===== src/rtl/task_0_pkg.sv =====
// Shared widths and types for the task_0 adder slice.
package task_0_pkg;

  localparam int W     = 4;
  localparam int CNT_W = 8;

  typedef logic [W-1:0]     operand_t;
  typedef logic [W:0]       sum_t;
  typedef logic [CNT_W-1:0] cnt_t;

  localparam cnt_t CNT_MAX = '1;

  // Saturating increment used by the carry-event counter.
  function automatic cnt_t sat_inc(input cnt_t value);
    if (value == CNT_MAX) begin
      return value;
    end
    return value + cnt_t'(1);
  endfunction

endpackage


===== src/rtl/task_0_full_adder.sv =====
// One-bit full adder cell; chained W times to form the ripple-carry adder.
module task_0_full_adder (
  input  logic a,
  input  logic b,
  input  logic cin,
  output logic s,
  output logic cout
);

  assign s    = a ^ b ^ cin;
  assign cout = (a & b) | (cin & (a ^ b));

endmodule


===== src/rtl/task_0.sv =====
// 4-bit ripple-carry adder with a combinational sum, a one-cycle registered
// shadow of the sum/carry and a saturating count of carry-out cycles.
module task_0
  import task_0_pkg::*;
(
  input  logic             i_w_clk,
  input  logic             i_w_rst_n,
  input  logic [W-1:0]     i_w_a,
  input  logic [W-1:0]     i_w_b,
  output logic [W:0]       o_w_s,
  output logic [W:0]       o_r_s,
  output logic             o_r_c,
  output logic [CNT_W-1:0] o_r_cnt
);

  logic [W:0]   carry;
  operand_t     sum_bits;

  sum_t         sum_d,   sum_q;
  logic         carry_d, carry_q;
  cnt_t         cnt_d,   cnt_q;

  assign carry[0] = 1'b0;

  for (genvar i = 0; i < W; i++) begin : g_ripple
    task_0_full_adder u_fa (
      .a    (i_w_a[i]),
      .b    (i_w_b[i]),
      .cin  (carry[i]),
      .s    (sum_bits[i]),
      .cout (carry[i+1])
    );
  end

  // Sum path stays live regardless of clock or reset.
  assign o_w_s = {carry[W], sum_bits};

  always_comb begin
    sum_d   = o_w_s;
    carry_d = o_w_s[W];
    cnt_d   = cnt_q;
    if (o_w_s[W]) begin
      cnt_d = sat_inc(cnt_q);
    end
  end

  always_ff @(posedge i_w_clk) begin
    if (!i_w_rst_n) begin
      sum_q   <= '0;
      carry_q <= 1'b0;
      cnt_q   <= '0;
    end else begin
      sum_q   <= sum_d;
      carry_q <= carry_d;
      cnt_q   <= cnt_d;
    end
  end

  assign o_r_s   = sum_q;
  assign o_r_c   = carry_q;
  assign o_r_cnt = cnt_q;

endmodule


===== config.mk =====
export PLATFORM = sky130hd
export DESIGN_NAME = task_0
export DESIGN_NICKNAME = d
export VERILOG_FILES = /design/src/rtl/task_0_pkg.sv /design/src/rtl/task_0_full_adder.sv /design/src/rtl/task_0.sv
export SDC_FILE = /design/constraint.sdc
export NUM_CORES = 1
export LEC_CHECK = 0
export CAP_MARGIN = 5
export CORE_MARGIN = 4
export CORE_UTILIZATION = 43
export CTS_CLUSTER_SIZE = 40
export DETAILED_ROUTE_END_ITERATION = 6
export GPL_ROUTABILITY_DRIVEN = 0
export PLACE_DENSITY = 0.81
export SYNTH_ARGS = -nofsm -noshare
export SYNTH_HDL_FRONTEND = slang
export SYNTH_SLANG_ARGS = --single-unit

===== constraint.sdc =====
create_clock -name i_w_clk -period 4.3 [get_ports i_w_clk]
set_clock_uncertainty 0.2 [all_clocks]
set_input_delay 0.645 -clock i_w_clk [delete_from_list [all_inputs] [get_ports i_w_clk]]
set_output_delay 0.645 -clock i_w_clk [all_outputs]
set_load 0.01 [all_outputs]

# After elaboration in Yosys (flattened, before gate mapping)

Index checks and enable logic that the tools add are counted.

Add/sub/neg operators: 1
Equal/unequal tests: 2
Mux-type cells: 3
Bitwise gates (word level): 17
Reductions and logical operators: 1

Operator list:

| cell                  | count |
|---|---|
| $add A8 B1 Y8 const B | 1 |
| $eq A8 B8 Y1 const B  | 1 |
| $mux W8               | 1 |
| $and A1 B1 Y1         | 7 |
| $xor A1 B1 Y1         | 7 |
| $or A1 B1 Y1          | 3 |
| $mux W1               | 2 |
| $ne A2 B2 Y1 const B  | 1 |
| $reduce_and A2 Y1     | 1 |

Flip-flop bits (word level): 14
Input port bits: 10
Output and inout port bits: 19
Word-level logic and storage cells: 27

# Logic depth before layout (Yosys ltp)

Word-level depth: 10
Mapped depth: 10
Gate-level depth less buffers: 10

# Cells and area by module

Synthesis repeated with hierarchy kept, for this count alone.

Cell total of the unflattened synthesis: 60
Area total of the unflattened synthesis: 620.6 um^2

Modules (own cells, without submodules):

| module            | times used | cells an instance | area an instance (um^2) | sequential area each (um^2) |
|---|---|---|---|---|
| task_0            | 1          | 56                | 540.5                   | 260.2 |
| task_0_full_adder | 4          | 1                 | 20.0                    | 0.0 |

# Worst setup path before layout

No wires, ideal clock.

Path type: input port to output port
Start: input i_w_a[0]
End: output o_w_s[4]
Arrival time: 2054 ps
Required time: 3455 ps
Path slack: 1401 ps
Stages: 9
Path buffers: 1
Cell sequence: ha_1 -> inv_1 -> fa_1 -> inv_1 -> fa_1 -> inv_1 -> fa_1 -> inv_1 -> buf_4

Longest elaborated chain between the ends: 7

RTL lines:

| item                       | line                    | RTL |
|---|---|---|
| start: declaration         | task_0.sv:8             | `input logic [W-1:0] i_w_a,` |
| $and A1 B1 Y1 (2 in a row) | task_0_full_adder.sv:11 | `assign cout = (a & b) \| (cin & (a ^ b));` |
| $or A1 B1 Y1               | task_0_full_adder.sv:11 |  |
| $and A1 B1 Y1              | task_0_full_adder.sv:11 |  |
| $or A1 B1 Y1               | task_0_full_adder.sv:11 |  |
| $and A1 B1 Y1              | task_0_full_adder.sv:11 |  |
| $or A1 B1 Y1               | task_0_full_adder.sv:11 |  |
| end: declaration           | task_0.sv:10            | `output logic [W:0] o_w_s,` |

Every way passes these cells.

# Final worst setup path

Ends and elaborated chain as after synthesis.

==> metrics.cfg <==
[clock_tree]
cts_buffer_depth=2
cts_resized=0
cts_buffers=3
cts_tree=done
cts_max_level=1
clockRootBuffer=clkbuf_4
worstSkewPairLatency_ns=0.28
post_cts_buffers=0
cts.clk_slew.worst_paths_ns=0.08
cts_hold_repair.buffers=0
cts_sinks=13

[floorplanning]
die_h_um=47.5
dieArea_um2=2260
core-area_um2=1380
num_io_pins=29
die_width_um=47.5
row_count=13
start_util=0.485

[synthesis]
ys_seq_area_frac=0.388
ys_types=26
synthFlopType=dfxtp_1
syn_inst=71
syn-num-nets=86
synth_top_cell_area_share=0.388
async_flop_share=0
synth_edf_count=0
synthAdderAreaFrac=0.127
synth.top_cells.by_area=dfxtp_1 39%, fa_1 9.0%, buf_4 6.7%
synth_area_leader_cell=dfxtp_1
syn_avg_cell_area_um2=9.45
synth_mux_area_frac=0.0299
synth-compound-area-share=0.114
yosys_warnings=0
yosys.area_share.simple=0.213
yosys.area_share.xor_xnor=0
synth_most_common_cell=dfxtp_1
syn_area_um2=671
synth_top_family_by_area=simple AND/OR/NAND/NOR gates
ys_ff_latch=13
synth_commonest_cells=13 x dfxtp_1, 11 x inv_1, 6 x buf_4, 6 x nand2_1

[layout]
drive_gt1_frac=0.0722
area_growth_pct=41.8
multiInputGateArea_um2=324
nets=113
final_util=0.688
n_fill_cell=113
n_antenna_cell=0
final_area_um2=951
regArea_um2=260

[flow_run]
drv_cap=0

[setup_path]
required_ns=3.45
startpoint_type=input pin
cp_max_fo=7
endpoint_kind=output pin
critPathKind=in2out
crit_arrival_ns=3.07

[global_route]
first_global_vias=545
grt_max_degree=9
overflow=0
grt_pass1_wl_um=2380
grt_usage=0.162
antenna_found_initial=0

[power_and_ir_drop]
power.leakage_nw=0.398
pwr_density_cell_nw_per_um2=293
ir_drop_mv=0.165

[routing]
wl_per_cell_um=12.8
vias=586
drtPass1Iterations=4
drc_errors=0
antenna_left=0
drtIter0Drc=7
drt-total-wl_um=1430
vias_per_cell=5.23

[sta]
setup_tns_ns=0
fmaxAchievable_mhz=255
setup_viol=0
hold_viol=0
slew_viol_final=0
rsz0062_at_grt=no
period_share=0.911
worstMarginPinSlew_ns=0.423
relSlewSlack=0.711
hold-worst-slack_ns=0.319
fin_crit_ns=3.92

[run_status]
status=completed

[placement]
numPortBuffers=28
post-dp-hpwl_um=1130
place_area_um2=925

[min_path]
hp-class=reg2reg

==> cells by family after synthesis <==
family	count (synthesis)
muxes	2
AOI/OAI and AO/OA	11
adders and majority gates	5
DFF	13
and+or+nand+nor	23
buffers and inverters	17
==> flip-flops by register name, summed over array words and instances, names as in the netlist <==
name / count
o_r_c: 1
o_r_s: 4
o_r_cnt: 8
==> placed cells by master (no fill, tap or decap), types with 2 or more instances in the layout <==
master           count
clkdlybuf4s50_1     28
dfxtp_1             13
nor3_1               3
clkbuf_4             3
mux2i_1              2
nand2_1              6
inv_1               11
nor2_1               3
a31oi_1              3
a21oi_1              3
ha_1                 2
and2_1               2
fa_1                 3
==> per-layer routing <==
metal,wire length (um),part of all wire,GRT usage
met4,43,0.030,0.116
met2,679,0.48,0.243
met1,633,0.44,0.194
met3,73,0.051,0.0489
met5,0,0,0
==> power by group <==
part / internal, mW / leakage [nW] / switching, mW
clock: 0.0360 / 0.0150 / 0.0396
sequential: 0.128 / 0.106 / 0.00418
combinational: 0.0418 / 0.276 / 0.0290
==> worst max-delay path, cell delays in order <==
cell and delay [ns]:
clkdlybuf4s50_1 0.46, ha_1 0.14, inv_1 0.04, fa_1 0.35, inv_1 0.08, fa_1 0.16, inv_1 0.05, fa_1 0.46
inv_1 0.14, clkdlybuf4s50_1 0.55
==> per-stage QoR <==
stage	total power, mW	worst slack [ns]	instances
5_1_grt	0.298	0.234	112
2_1_floorplan	0.173	1.40	71
4_1_cts	0.282	0.386	112
3_5_place_dp	0.206	0.400	108
3_3_place_gp	0.205	0.439	108
6_report	0.278	0.383	112
==> worst paths after layout <==
kind / startpoint / endpoint / slack (ns) / cells past startpoint
worst min register to register: o_r_cnt[1]$_SDFFE_PN0P_ / o_r_cnt[1]$_SDFFE_PN0P_ / 0.32 / 2
worst min-delay path: o_r_cnt[1]$_SDFFE_PN0P_ / o_r_cnt[1]$_SDFFE_PN0P_ / 0.32 / 2
worst max register to register: o_r_cnt[0]$_SDFFE_PN0P_ / o_r_cnt[4]$_SDFFE_PN0P_ / 2.60 / 4
worst max-delay path: i_w_a[0] / o_w_s[4] / 0.38 / 10
==> area by class of cell <==
type	instances	share of cell area
Sequential cell	13	0.274
Multi-Input combinational cell	41	0.341
Timing Repair Buffer	28	0.295
Clock buffer	4	0.0276
Inverter	11	0.0434
Tap cell	15	0.0197
Power figures use the tool's default switching activity.
